## config.mk

```make
export PLATFORM = sky130hd
export DESIGN_NAME = master_arb_link
export DESIGN_NICKNAME = d
export VERILOG_FILES = /design/src/rtl/master_arb_link.sv
export SDC_FILE = /design/constraint.sdc
export NUM_CORES = 1
export LEC_CHECK = 0
export BUFFER_PORTS_ARGS = -buffer_cell sky130_fd_sc_hd__buf_2
export CAP_MARGIN = 10
export CORE_MARGIN = 3
export CORE_UTILIZATION = 34
export DETAILED_ROUTE_END_ITERATION = 7
export SYNTH_ARGS = -nofsm -noshare
export SYNTH_HDL_FRONTEND = slang
export SYNTH_SLANG_ARGS = --single-unit
```

## constraint.sdc

```tcl
create_clock -name clk -period 2.9 [get_ports clk]
set_input_delay 0.29 -clock clk [delete_from_list [all_inputs] [get_ports clk]]
set_output_delay 0.29 -clock clk [all_outputs]
set_load 0.005 [all_outputs]
```

## src/rtl/master_arb_link.sv

```systemverilog
`default_nettype none
// ============================================================================
//  Module      : master_arb_link
//  Description : Master-side serial arbitration link endpoint. Serialises a
//                bus request into a frame for the arbiter and decodes its
//                grant/stop reply frames.
//  Revision    : 1.0 - initial release
// ============================================================================
module master_arb_link #(
    parameter int NO_SLAVES  = 3,
    parameter int S_ID_WIDTH = $clog2(NO_SLAVES + 1)
) (
    input  logic                  clk,
    input  logic                  rstN,
    input  logic                  req,
    input  logic [S_ID_WIDTH-1:0] req_id,
    input  logic [1:0]            req_mode,
    input  logic                  release_req,
    output logic                  arb_out,
    input  logic                  arb_in,
    output logic                  busy,
    output logic                  granted,
    output logic                  preempted,
    output logic                  released
);

    localparam int c_FRAME_LEN = 3 + S_ID_WIDTH;
    localparam int c_SHIFT_W   = c_FRAME_LEN - 1;
    localparam int c_CNT_W     = $clog2(c_FRAME_LEN);

    localparam logic [c_CNT_W-1:0] c_CNT_LOAD = c_CNT_W'(c_FRAME_LEN - 1);

    localparam logic [1:0] c_CMD_GRANT = 2'b01;
    localparam logic [1:0] c_CMD_STOP  = 2'b10;

    localparam logic [2:0] c_ST_IDLE       = 3'd0;
    localparam logic [2:0] c_ST_SEND_REQ   = 3'd1;
    localparam logic [2:0] c_ST_WAIT_GRANT = 3'd2;
    localparam logic [2:0] c_ST_GRANTED    = 3'd3;
    localparam logic [2:0] c_ST_SEND_DONE  = 3'd4;

    logic [2:0]           r_state;
    logic [c_SHIFT_W-1:0] r_tx_shift;
    logic [c_CNT_W-1:0]   r_tx_cnt;
    logic                 r_arb_out;
    logic                 r_busy;
    logic                 r_granted;
    logic                 r_preempted;
    logic                 r_released;

    logic                 r_rx_active;
    logic                 r_rx_cnt;
    logic [1:0]           r_rx_cmd;

    logic                 w_rx_run;
    logic                 w_rx_done;
    logic [1:0]           w_rx_cmd;
    logic                 w_got_grant;
    logic                 w_got_stop;
    logic                 w_tx_last;
    logic [c_SHIFT_W-1:0] w_tx_next;

    assign w_rx_run    = (r_state == c_ST_WAIT_GRANT) || (r_state == c_ST_GRANTED);
    assign w_rx_done   = r_rx_active && r_rx_cnt;
    assign w_rx_cmd    = {r_rx_cmd[0], arb_in};
    assign w_got_grant = w_rx_done && (w_rx_cmd == c_CMD_GRANT);
    assign w_got_stop  = w_rx_done && (w_rx_cmd == c_CMD_STOP);
    assign w_tx_last   = (r_tx_cnt == '0);
    assign w_tx_next   = {r_tx_shift[c_SHIFT_W-2:0], 1'b0};

    // Reply receiver: a 1 on an idle line starts a frame, then two cmd bits.
    always_ff @(posedge clk or negedge rstN) begin
        if (!rstN) begin
            r_rx_active <= 1'b0;
            r_rx_cnt    <= 1'b0;
            r_rx_cmd    <= 2'b00;
        end else if (!w_rx_run) begin
            r_rx_active <= 1'b0;
            r_rx_cnt    <= 1'b0;
            r_rx_cmd    <= 2'b00;
        end else if (r_rx_active) begin
            r_rx_cmd <= w_rx_cmd;
            r_rx_cnt <= ~r_rx_cnt;
            if (r_rx_cnt) begin
                r_rx_active <= 1'b0;
            end
        end else if (arb_in) begin
            r_rx_active <= 1'b1;
            r_rx_cnt    <= 1'b0;
        end
    end

    // The start bit is driven straight onto the line at frame start; the
    // shifter only holds the bits that follow it.
    always_ff @(posedge clk or negedge rstN) begin
        if (!rstN) begin
            r_state     <= c_ST_IDLE;
            r_tx_shift  <= '0;
            r_tx_cnt    <= '0;
            r_arb_out   <= 1'b0;
            r_busy      <= 1'b0;
            r_granted   <= 1'b0;
            r_preempted <= 1'b0;
            r_released  <= 1'b0;
        end else begin
            r_preempted <= 1'b0;
            r_released  <= 1'b0;
            case (r_state)
                c_ST_IDLE: begin
                    if (req && (req_id != '0)) begin
                        r_state    <= c_ST_SEND_REQ;
                        r_tx_shift <= {req_id, req_mode};
                        r_tx_cnt   <= c_CNT_LOAD;
                        r_arb_out  <= 1'b1;
                        r_busy     <= 1'b1;
                    end
                end
                c_ST_SEND_REQ: begin
                    if (w_tx_last) begin
                        r_arb_out <= 1'b0;
                        r_state   <= c_ST_WAIT_GRANT;
                    end else begin
                        r_arb_out  <= r_tx_shift[c_SHIFT_W-1];
                        r_tx_shift <= w_tx_next;
                        r_tx_cnt   <= r_tx_cnt - 1'b1;
                    end
                end
                c_ST_WAIT_GRANT: begin
                    if (w_got_grant) begin
                        r_state   <= c_ST_GRANTED;
                        r_granted <= 1'b1;
                    end
                end
                c_ST_GRANTED: begin
                    // Release takes priority over a STOP completing this cycle.
                    if (release_req) begin
                        r_state    <= c_ST_SEND_DONE;
                        r_granted  <= 1'b0;
                        r_arb_out  <= 1'b1;
                        r_tx_shift <= '0;
                        r_tx_cnt   <= c_CNT_LOAD;
                    end else if (w_got_stop) begin
                        r_state     <= c_ST_WAIT_GRANT;
                        r_granted   <= 1'b0;
                        r_preempted <= 1'b1;
                    end
                end
                c_ST_SEND_DONE: begin
                    if (w_tx_last) begin
                        r_arb_out  <= 1'b0;
                        r_busy     <= 1'b0;
                        r_released <= 1'b1;
                        r_state    <= c_ST_IDLE;
                    end else begin
                        r_arb_out  <= r_tx_shift[c_SHIFT_W-1];
                        r_tx_shift <= w_tx_next;
                        r_tx_cnt   <= r_tx_cnt - 1'b1;
                    end
                end
                default: begin
                    r_state <= c_ST_IDLE;
                end
            endcase
        end
    end

    assign arb_out   = r_arb_out;
    assign busy      = r_busy;
    assign granted   = r_granted;
    assign preempted = r_preempted;
    assign released  = r_released;

endmodule
`default_nettype wire
```

# Word level (Yosys, flattened, before mapping)
# Cells that the tools add are included.
[totals]
regBits = 18
latchBits = 0
mem_bits_rw = 0
romBits = 0
input_bits = 9
output_inout_bits = 5
mem_count = 0
[classes]
addsub = 1
multipliers = 0
div_mod_pow = 0
magnitude_cmp = 0
n_eq_ne = 15
n_shift = 0
n_mux = 39
bitwise = 1
n_reduce_logical = 17
[ops]
columns = ["op", "n"]
rows = [
  ["3-bit 2-to-1 mux", 9],
  ["1-bit 2-to-1 mux", 21],
  ["3-bit case mux with 5 select lines", 1],
  ["2-bit != test (second input constant)", 7],
  ["4-bit 2-to-1 mux", 3],
  ["4-bit case mux with 3 select lines", 1],
  ["3-bit case mux with 3 select lines", 1],
  ["3-bit AND reduction", 3],
  ["3-bit by 2-bit equality test with 1-bit output (second input constant)", 2],
  ["3-bit logical NOT", 2],
  ["3-bit != test (second input constant)", 2],
  ["2-bit nonzero test", 3],
  ["5-bit AND reduction", 1],
  ["1-bit logical AND", 4],
  ["1-bit case mux with 2 select lines", 2],
  ["4-bit AND reduction", 1],
  ["3-bit by 1-bit equality test with 1-bit output (second input constant)", 1],
  ["3-bit equality test (second input constant)", 1],
  ["1-bit case mux with 3 select lines", 1],
  ["3-bit nonzero test", 1],
  ["3-bit by 1-bit subtractor with 3-bit output (second input constant)", 1],
  ["2-bit by 1-bit equality test with 1-bit output (second input constant)", 1],
  ["2-bit equality test (second input constant)", 1],
  ["2-bit OR reduction", 1],
  ["2 further kinds", 2],
]

# Depth between registers and ports, before layout
# Gate-level depths: netlist of run 1.
[depth]
ltp_word = 5
ltp_mapped = 6

# Worst setup path before layout of run 1
# No wires, ideal clock.
[synth_timing]
path_kind = "register to register"
start = "register r_state[2]"
end = "register r_tx_cnt[1]"
setup_time_ps = 125
arrival_ps = 1343
t_required_ps = 2775
setup_slack_ps = 1432
path_stages_with_launch = 5
period_less_slack_ps = 1468
path_cell_list = "dfrtp_1 -> xnor2_2 -> nor2_2 -> a21oi_4 -> mux2_4"
[synth_between]
elab_chain_len = 4
[synth_rtl]
columns = ["item", "line", "source"]
rows = [
  ["start: declaration", "42", "logic [2:0] r_state;"],
  ["start signal: assignment", "97", "r_state <= c_ST_IDLE;"],
  ["start signal: assignment", "111", "r_state <= c_ST_SEND_REQ;"],
  ["start signal: assignment", "121", "r_state <= c_ST_WAIT_GRANT;"],
  ["3-bit equality test or 3-bit by 1-bit equality test with 1-bit output (tied branches)", "108", "case (r_state)"],
  ["2-bit OR reduction (no source line)", "-", ""],
  ["2-bit != test (no source line) or 3-bit nonzero test (tied branches)", "-", ""],
  ["4-bit AND reduction (no source line)", "-", ""],
  ["end signal: assignment", "113", "r_tx_cnt <= c_CNT_LOAD;"],
  ["end signal: assignment", "125", "r_tx_cnt <= r_tx_cnt - 1'b1;"],
  ["end signal: assignment", "141", "r_tx_cnt <= c_CNT_LOAD;"],
  ["end: declaration", "44", "logic [c_CNT_W-1:0] r_tx_cnt;"],
]
# Parallel ways exist; a longest one is shown, timed or not.
# A chain may end at the register's enable or synchronous reset.

# Worst setup path after layout of run 1
[layout_timing]
start = "register r_state[2]"
end = "register r_tx_shift[3]"
[layout_between]
elab_chain_len = 4
[layout_rtl]
columns = ["item", "line", "source"]
rows = [
  ["3-bit equality test or 3-bit by 1-bit equality test with 1-bit output (tied branches)", "108", ""],
  ["2-bit OR reduction (no source line)", "-", ""],
  ["2-bit != test (no source line) or 3-bit nonzero test (tied branches)", "-", ""],
  ["4-bit AND reduction (no source line)", "-", ""],
  ["end signal: assignment", "112", "r_tx_shift <= {req_id, req_mode};"],
  ["end signal: assignment", "124", "r_tx_shift <= w_tx_next;"],
  ["end signal: assignment", "156", "r_tx_shift <= w_tx_next;"],
  ["end: declaration", "43", "logic [c_SHIFT_W-1:0] r_tx_shift;"],
]
# Parallel ways exist; a longest one is shown, timed or not.

==> key figures, run 1 <==
Worst setup path
  • Reg2Reg Setup Slack: 1130 ps
  • R2r worst-path depth: 4
  • Critical path fanouts, max: 14
  • Crit. End Element: register
  • Required @ worst endpoint: 3090 ps
  • RR Startpoint: r_state[2]
  • Crit path capture: r_tx_shift[3]
  • Critical path class: reg2reg
  • Reg2Reg Capture Point: r_tx_shift[3]
  • Startpoint Class: register
  • WP data arrival: 1960 ps
  • Worst setup path startpoint: r_state[2]

Power
  • Internal power: 0.701 mW
  • Sw Ratio: 42.7%
  • Clock Power Share: 10.3%
  • Comb pwr share: 50.3%
  • Switching Power: 0.523 mW
  • Worst VDD drop: 0.000479 V
  • Reg power frac: 39.4%
  • P_leak: 0.499 nW
  • Power per Cell Area: 1110 nW/um^2

Timing
  • Final hold vios: 0
  • Worst-margin pin slew: 464 ps
  • Clock Skew: 3.54 ps
  • Tmin final: 1770 ps
  • Final slew viol count: 0
  • Fmax: 565 MHz
  • Setup_tns: 0 ps
  • Final cycle utilization of the critical path: 61.0%
  • Slew margin rel.: 69.0%
  • RSZ-0062 raised after global routing: false
  • Final setup vio count: 0

Logic synthesis
  • Yosys top cell area share: 45.7%
  • Cell area after synthesis: 986 um^2
  • Largest family of logic cells by synthesized area: compound AO/OA/AOI/OAI gates
  • Post-synth EDFFs: 0
  • Yosys reg bits: 18
  • Ranking of synthesized cells by area: dfrtp_1 (46%), mux2_4 (4.6%), mux2i_1 (4.1%)
  • Yosys synthesis warning count: 0
  • Simple-gate share of the synthesized area: 15.2%
  • Synth Area in Adders: 2.54%
  • XOR/XNOR Fraction of Synth Area: 1.65%
  • Post-synthesis mux area share: 8.63%
  • Seq/Total Area, Yosys: 45.7%
  • Post-Synthesis Cells: 96
  • Distinct cells, synth: 37
  • Syn avg cell area: 10.3 um^2
  • Async set-reset flop share out of synthesis: 100%
  • Synth Net Count: 107
  • Dominant cell type by area after synthesis: dfrtp_1
  • Most used flip-flop cell after synthesis: dfrtp_1
  • Synth Area in Compound Gates: 22.5%

Finish
  • Commonest non-fill, non-tap cell in the layout: dfrtp_1
  • Largest regs: r_tx_shift: 4 flops, r_state: 3 flops, r_tx_cnt: 3 flops
  • Final instance area: 1100 um^2
  • Max FFs per register: 4
  • Post-layout nets: 122
  • Ratio of cells with drive above 1 in the final layout: 22.0%
  • N_diodes: 0
  • Highest-count cells in the layout ignoring fill and taps: dfrtp_1 (18), buf_2 (13), o21ai_0 (8), nor2_1 (7), inv_1 (5)
  • Syn-to-layout area delta: 11.8%
  • Biggest register: r_tx_shift

Floorplanning
  • Die width: 59.9 um
  • Initial core utilization: 37.7%
  • Core box area: 2610 um^2
  • Row Count: 18
  • Die Footprint: 3580 um^2
  • Die height: 59.9 um
  • Top Ports: 14

GRT
  • Initial antenna violation count: 0
  • Number of global-route vias before repair: 821
  • Largest net degree at the start of global routing: 19
  • Global route overflow: 0
  • Global Route Usage Sum: 13.7%
  • Global-route wire length before repair: 3640 um

Clock tree
  • CTS buffer count: 3
  • Reg clk slew, reported paths: 100 ps
  • Clock Path Buffers: 2
  • Clk sinks: 18
  • Post-CTS sizing: 0
  • Clock root cell: clkbuf_4
  • Cts hold-fix bufs: 1
  • H-Tree Depth: 1
  • Worst-Skew Late Latency: 290 ps
  • CTS tree: yes
  • Post-CTS Setup Bufs: 0

Hold path
  • Worst Hold Class: in2reg

Job
  • Max_cap viols: 0

Drt
  • DRC viols: 0
  • Drt via density: 5.42
  • Final ANT Viol Nets: 0
  • Initial DRC Count: 26
  • Pre-antenna DRT Iters: 4
  • WL/cell: 14.8 um
  • Vias: 753
  • WL final: 2050 um

Place
  • Placed cell area: 1070 um^2
  • I/O Buffers: 13
  • Placer Congestion: 0.787
  • DP HPWL: 1570 um

Status
  • Outcome: finished clean
## layer usage
metal	track usage, %	wire length, um	part of all wire [%]	vias up
li1	-	-	-	377
met5	0	0	0	-
met1	18.4	1010	49	357
met4	6.96	31	1.5	0
met2	20.8	934	46	15
met3	2.81	79	3.9	4
## synthesized netlist by cell type (2+ instances only)
cell,number
o211ai_1,3
buf_2,3
a22o_1,2
ha_1,2
o21ai_0,8
nor2b_1,2
a211oi_1,2
nor3_1,2
nand3b_1,2
o21ai_1,2
o21a_1,2
dfrtp_1,18
mux2_4,3
nand2b_1,2
inv_1,5
nor2_1,7
a21oi_1,3
mux2i_1,4
nand2_1,4
nand3_1,3
## power groups by stage
stage	Clock [mW]	Combinational, mW	Sequential, mW
5_1_grt	0.143	0.695	0.504
3_5_place_dp	0	0.619	0.485
2_1_floorplan	0	0.547	0.426
3_3_place_gp	0	0.604	0.479
6_report	0.127	0.616	0.482
4_1_cts	0.131	0.622	0.481
## critical path, cell delays in order (launching register included)
cell and delay (ps):
dfrtp_1 540, xnor2_2 330, nor2_2 110, a21oi_4 350
mux2_4 340
## worst min path at each step
stage,from,to,slack (ps),cells after the start
CTS,release_req,preempted,220,2
global route,release_req,preempted,230,2
detailed placement,rstN,released,260,1
global placement,rstN,arb_out,250,1
floorplan,rstN,arb_out,-6,0
finish,release_req,preempted,230,2
## cells by family after synthesis
group | Yosys count
compound gates | 31
simple gates | 28
fa+ha+maj | 2
flops | 18
buf+inv | 9
xor+xnor | 1
mux | 7
## per-stage QoR
stage / worst slack (ps) / hold WS (ps) / std cells / utilization [%] / total power, mW
after detailed placement: 1160 / 260 / 135 / 40.9 / 1.10
after global placement: 1220 / 249 / 135 / 40.9 / 1.08
after global routing: 1020 / 225 / 139 / 42.2 / 1.34
final: 1130 / 229 / 139 / 42.2 / 1.22
after floorplan: 1430 / -5.59 / 96 / - / 0.974
after CTS: 1140 / 216 / 139 / 42.2 / 1.23
## area by class of cell
class	count	area, um^2
well taps	30	37.5
repair buffers	14	75.1
fillers	256	1510
clock buffers	3	22.5
inverters	5	18.8
multi-input cells	69	498
flip-flops and latches	18	450
No activity file was read; power rests on OpenSTA's default activity.
==> inputs of run 2 (changes only) <==
Clock period 2.9 ns to 1.7 ns, I/O delays scaled along.
==> key figures, run 2 (synthesized netlist as in run 1, its figures left out) <==
Status
  • Outcome: finished clean

Finish
  • N_diodes: 0 (unchanged)
  • Post-layout nets: 128 (+4.9%)
  • Final instance area: 1160 um^2 (+5.3%)
  • Non-filler cells, final: 146 (+5.0%)
  • Highest-count cells in the layout ignoring fill and taps: dfrtp_1 (18), buf_2 (13), o21ai_0 (8), nor2_1 (7), buf_4 (6)
  • Max FFs per register: 4 (unchanged)
  • Fillers: 263 (+2.7%)
  • Final Core Density: 44.4% (+2.3 points)
  • Multi-input logic area: 498 um^2 (unchanged)
  • Syn-to-layout area delta: 17.8%
  • Biggest register: r_tx_shift
  • Commonest non-fill, non-tap cell in the layout: dfrtp_1
  • Register Area: 450 um^2 (unchanged)
  • Largest regs: r_tx_shift: 4 flops, r_state: 3 flops, r_tx_cnt: 3 flops
  • Ratio of cells with drive above 1 in the final layout: 26.7% (+4.7 points)

GRT
  • Global route overflow: 0 (unchanged)
  • Global-route wire length before repair: 3480 um (-4.4%)
  • Number of global-route vias before repair: 749 (-8.8%)
  • Global Route Usage Sum: 13.1% (-0.60 points)
  • Initial antenna violation count: 0 (unchanged)
  • Largest net degree at the start of global routing: 19 (unchanged)

Power
  • Sw Ratio: 40.4% (-2.4 points)
  • Internal power: 1.34 mW (+91%)
  • Comb pwr share: 55.1% (+4.8 points)
  • Pwr Total: 2.25 mW (+83%)
  • Clock Power Share: 11.8% (+1.5 points)
  • Switching Power: 0.906 mW (+73%)
  • Power per Cell Area: 1930 nW/um^2 (+74%)
  • Reg power frac: 33.1% (-6.3 points)
  • P_leak: 0.536 nW (+7.4%)
  • Worst VDD drop: 0.00105 V (+120%)

Drt
  • Vias: 791 (+5.0%)
  • Pre-antenna DRT Iters: 4 (unchanged)
  • WL/cell: 13.3 um (-9.9%)
  • Initial DRC Count: 13 (-50%)
  • Drt via density: 5.42 (about the same)
  • DRC viols: 0 (unchanged)
  • WL final: 1940 um (-5.4%)
  • Final ANT Viol Nets: 0 (unchanged)

Timing
  • Final hold slack: 111 ps (-117 ps)
  • Tmin final: 1620 ps (-147 ps)
  • Final setup vio count: 0 (unchanged)
  • Final WS setup: 76.6 ps (-1050 ps)
  • Worst-margin pin slew: 405 ps (-59.4 ps)
  • Setup_tns: 0 ps (unchanged)
  • Final slew viol count: 0 (unchanged)
  • Fmax: 616 MHz (+9.1%)
  • Slew margin rel.: 73.0% (+4.0 points)
  • Final hold vios: 0 (unchanged)
  • RSZ-0062 raised after global routing: false
  • Clock Skew: 9.10 ps (+5.56 ps)
  • Final cycle utilization of the critical path: 95.5% (+34 points)

Clock tree
  • H-Tree Depth: 1 (unchanged)
  • Reg clk slew, reported paths: 110 ps (about the same)
  • CTS buffer count: 3 (unchanged)
  • Worst-Skew Late Latency: 300 ps (about the same)
  • Clock root cell: clkbuf_4
  • Clock Path Buffers: 2 (unchanged)
  • CTS tree: yes
  • Clk sinks: 18 (unchanged)

Floorplanning
  • Die Footprint: 3580 um^2 (unchanged)
  • Initial core utilization: 37.7% (unchanged)
  • Row Count: 18 (unchanged)
  • Top Ports: 14 (unchanged)
  • Die height: 59.9 um (unchanged)
  • Die width: 59.9 um (unchanged)
  • Core box area: 2610 um^2 (unchanged)

Place
  • Dpl ws: 100 ps (-1060 ps)
  • I/O Buffers: 13 (unchanged)
  • Placed cell area: 1110 um^2 (+4.2%)
  • Dpl cells: 141 (+4.4%)
  • Placer Congestion: 0.741 (-5.9%)
  • DP HPWL: 1490 um (-4.8%)

Worst setup path
  • WP depth: 4 (unchanged)
  • CP max stage delay: 490 ps (-50 ps)
  • WP buf/inv: 0 (unchanged)
  • CP delay by family, top: flip-flops
  • Critical path fanouts, max: 8 (-6)
  • WP data arrival: 1810 ps (-150 ps)
  • Reg2Reg Capture Point: r_tx_shift[1]
  • Crit. End Element: register
  • Required @ worst endpoint: 1880 ps (-1210 ps)
  • Reg2Reg Setup Slack: 80 ps (-1050 ps)
  • Critical path class: reg2reg
  • Startpoint Class: register
  • RR Startpoint: r_state[0]
  • Crit-path cells: xnor2_2, nor2_2, a21oi_4, mux2_4
  • R2r worst-path depth: 4 (unchanged)
  • Slowest library cell on the worst path: dfrtp_1

Hold path
  • Worst Hold Class: in2reg
  • Hold Crit Start: release_req
  • Hold path cells: 2 (unchanged)
  • WHS Endpoint: preempted

Job
  • Max_cap viols: 0 (unchanged)
==> run 2: cell types whose count changed in the layout (fill, tap and decap cells not counted) <==
cell,previous run,this run
buf_4,0,6
clkbuf_8,0,1
==> run 2: worst max-delay path by stage <==
stage / from / endpoint / slack, ps
global route: r_tx_cnt[0] / r_state[0] / 1
CTS: r_state[0] / r_tx_shift[1] / 80
detailed placement: r_state[0] / r_tx_shift[3] / 100
finish: r_state[0] / r_tx_shift[1] / 80
floorplan: r_state[2] / r_tx_cnt[1] / 230
global placement: r_state[0] / r_tx_shift[3] / 140
==> run 2: layout make-up <==
| type | count | share of cell area [%] |
|---|---|---|
| clock buffer | 4 | 3.13 |
| timing repair buffer | 20 | 10.3 |
| inverter | 5 | 1.62 |
| sequential | 18 | 38.8 |
| tap | 30 | 3.23 |
| multi-input combinational | 69 | 42.9 |
==> run 2: power groups by stage <==
stage,Combinational (mW),Sequential (mW),Clock [mW]
floorplan,0.934,0.728,0
global placement,1.22,0.752,0
detailed placement,1.24,0.750,0
CTS,1.24,0.744,0.276
global route,1.38,0.766,0.293
finish,1.24,0.743,0.266
==> run 2: repair_timing <==
action                                 CTS  global route
buffers inserted                         0             0
endpoints found under the hold margin   18             0
hold buffers                             1             0
resized for setup                        0             0
==> run 2: per-layer routing <==
layer	vias to the layer above	routed length, um	GRT usage, %
met5	-	0	0
met4	0	13	2.85
met3	2	114	5.40
met2	24	831	18.8
met1	378	982	18.4
li1	387	-	-
==> inputs of run 3 (changes only) <==
Settings changed: ABC_AREA set to 1.
==> key figures, run 3 <==
Logic synthesis
  • Largest family of logic cells by synthesized area: simple AND/OR/NAND/NOR gates
  • Most frequent cells after synthesis: nand2_1 (53), nor2_1 (23), dfrtp_1 (18)
  • Dominant cell type by area after synthesis: dfrtp_1
  • Most frequent cell after synthesis: nand2_1
  • Ranking of synthesized cells by area: dfrtp_1 (45%), nand2_1 (20%), nor2_1 (8.7%)
  • Seq/Total Area, Yosys: 45.2% (-0.46 points)
  • Most used flip-flop cell after synthesis: dfrtp_1
  • Yosys reg bits: 18 (unchanged)
  • Async set-reset flop share out of synthesis: 100% (unchanged)
  • Post-Synthesis Cells: 141 (+47%)
  • Synth Area in Adders: 2.51% (-0.026 points)
  • Yosys top cell area share: 45.2% (-0.46 points)
  • Yosys synthesis warning count: 0 (unchanged)
  • Syn avg cell area: 7.06 um^2 (-31%)
  • Distinct cells, synth: 15 (-59%)
  • Simple-gate share of the synthesized area: 39.6% (+24 points)
  • Synth Net Count: 152 (+42%)
  • Post-synthesis mux area share: 0% (-8.6 points)
  • Post-synth EDFFs: 0 (unchanged)
  • Synth Area in Compound Gates: 5.03% (-17 points)
  • Cell area after synthesis: 996 um^2 (+1.0%)
  • XOR/XNOR Fraction of Synth Area: 0.879% (-0.77 points)

Worst setup path
  • Crit. End Element: register
  • R2r worst-path depth: 9 (+5)
  • Reg2Reg Capture Point: r_state[1]
  • Reg2Reg Setup Slack: 200 ps (+120 ps)
  • Crit path capture: r_state[1]
  • Critical path fanouts, max: 4 (-4)
  • Crit-path cells: inv_1, ha_1, inv_1, nor2_1, nor2_1, nor2_1, nand3_1, nand2_1, nand2_1
  • RR Startpoint: r_tx_cnt[0]
  • Cell mode on critical path: nor2_1
  • Slowest library cell on the worst path: dfrtp_1
  • Worst setup path startpoint: r_tx_cnt[0]
  • Required @ worst endpoint: 1900 ps (+20 ps)
  • Critical path class: reg2reg
  • WP data arrival: 1700 ps (-110 ps)
  • CP max stage delay: 390 ps (-100 ps)
  • Startpoint Class: register

Floorplanning
  • Die height: 60.1 um (+0.45%)
  • Top Ports: 14 (unchanged)
  • Die Footprint: 3610 um^2 (+0.90%)
  • Initial core utilization: 35.8% (-1.9 points)
  • Row Count: 19 (+1)
  • Core box area: 2780 um^2 (+6.5%)
  • Die width: 60.1 um (+0.45%)

Place
  • Placer Congestion: 0.819 (+11%)
  • DP HPWL: 1620 um (+8.3%)
  • I/O Buffers: 13 (unchanged)

Finish
  • Post-layout nets: 172 (+34%)
  • Biggest register: r_tx_shift
  • Ratio of cells with drive above 1 in the final layout: 14.5% (-12 points)
  • N_diodes: 0 (unchanged)
  • Max FFs per register: 4 (unchanged)
  • Fillers: 297 (+13%)
  • Highest-count cells in the layout ignoring fill and taps: nand2_1 (53), nor2_1 (23), dfrtp_1 (18), inv_1 (17), buf_2 (13)
  • Syn-to-layout area delta: 14.4%
  • Largest regs: r_tx_shift: 4 flops, r_state: 3 flops, r_tx_cnt: 3 flops
  • Commonest non-fill, non-tap cell in the layout: nand2_1

Power
  • Power per Cell Area: 1850 nW/um^2 (-4.5%)
  • Pwr Total: 2.10 mW (-6.3%)
  • P_leak: 0.640 nW (+19%)
  • Worst VDD drop: 0.00102 V (-2.7%)

GRT
  • Largest net degree at the start of global routing: 19 (unchanged)
  • GR Layer Usage met2: 22.8% (+4.0 points)
  • Number of global-route vias before repair: 882 (+18%)
  • Routing usage on met3: 5.18% (-0.22 points)
  • Met1 Use GR: 16.0% (-2.4 points)
  • Initial antenna violation count: 0 (unchanged)
  • Global route overflow: 0 (unchanged)
  • Grt peak-use layer: met2
  • Global-route wire length before repair: 3620 um (+4.2%)
  • Global Route Usage Sum: 13.6% (+0.46 points)

Timing
  • Worst-margin pin slew: 413 ps (+8.26 ps)
  • Slew margin rel.: 72.4% (-0.55 points)
  • Setup_tns: 0 ps (unchanged)
  • Tmin final: 1500 ps (-121 ps)
  • Clock Skew: 1.89 ps (-7.21 ps)
  • Final slew viol count: 0 (unchanged)
  • Final setup vio count: 0 (unchanged)
  • Final hold vios: 0 (unchanged)
  • RSZ-0062 raised after global routing: false
  • Fmax: 666 MHz (+8.1%)
  • Final cycle utilization of the critical path: 88.3% (-7.1 points)

Clock tree
  • Clk sinks: 18 (unchanged)
  • Clock root cell: clkbuf_4
  • Clock Path Buffers: 2 (unchanged)
  • CTS tree: yes
  • Reg clk slew, reported paths: 100 ps (about the same)
  • H-Tree Depth: 1 (unchanged)
  • Worst-Skew Late Latency: 290 ps (about the same)
  • CTS buffer count: 3 (unchanged)
  • Post-CTS Setup Bufs: 0 (unchanged)

Status
  • Outcome: finished clean

Drt
  • WL/cell: 10.9 um (-18%)
  • Vias: 900 (+14%)
  • Pre-antenna DRT Iters: 4 (unchanged)
  • Initial DRC Count: 35 (+22)
  • Final ANT Viol Nets: 0 (unchanged)
  • Drt via density: 4.74 (-13%)
  • WL final: 2060 um (+6.3%)
  • DRC viols: 0 (unchanged)

Hold path
  • Worst Hold Class: in2reg

Job
  • Max_cap viols: 0 (unchanged)
run 3: cell types whose count changed after synthesis, sizes merged, moves of 4 or more:
cell	before	now
inv	5	18
nand2	4	56
nand3	3	9
nor2	8	25
mux2i	4	0
o21ai	11	7
run 3: through the flow:
step                      std cells  setup WS, ps  utilization [%]  cell area (um^2)  hold WS (ps)
final                           190           198             41.0              1140           115
after global routing            190          60.7             41.0              1140           102
after floorplan                 141           288                -               996          -126
after detailed placement        186           242             39.8              1110           127
after global placement          186           286             39.8              1110           127
after CTS                       190           209             41.0              1140           107
run 3: power by group:
part           switching [mW]  internal [mW]  total, mW  leakage (nW)
registers               0.126          0.596      0.722         0.228
clock network           0.132         0.0826      0.215        0.0138
logic                   0.757          0.410       1.17         0.399
run 3: final cells by class:
class                           instances  area (um^2)  area share, %
Clock buffer                            3         22.5           1.98
Inverter                               18         67.6           5.93
Multi-Input combinational cell        105          478           41.9
Sequential cell                        18          450           39.5
Tap cell                               31         38.8           3.40
Timing Repair Buffer                   15         82.6           7.24
run 3: what timing repair did:
action | CTS | global route
hold buffers | 1 | 0
hold endpoints to repair | 18 | 0
resized for setup | 0 | 0
run 3: worst min path at each step:
stage | from | end | slack (ps) | cells past startpoint
floorplan | rstN | arb_out | -130 | 0
global placement | rstN | preempted | 130 | 1
detailed placement | rstN | preempted | 130 | 1
CTS | req_mode[0] | r_tx_shift[0] | 110 | 3
global route | req_mode[0] | r_tx_shift[0] | 100 | 3
finish | req_mode[0] | r_tx_shift[0] | 110 | 3
run 3: cell families after synthesis:
kind of cell | count (synthesis)
buf+inv | 18
fa+ha+maj | 2
flops | 18
simple gates | 92
compound gates | 10
xor+xnor | 1
run 3: metal layers:
metal	part of all wire (%)	vias to the layer above	wire length, um
met5	0	-	0
li1	-	467	-
met4	0.48	0	10
met1	47	410	961
met2	47	21	963
met3	6.2	2	127
run 3: critical path: cells and delay by family (launching register included):
| kind | cells | cell delay [ps] |
|---|---|---|
| AND/OR/NAND/NOR | 6 | 730 |
| flip-flops | 1 | 390 |
| adder cells (fa/ha/maj) | 1 | 150 |
| buffers and inverters | 2 | 140 |
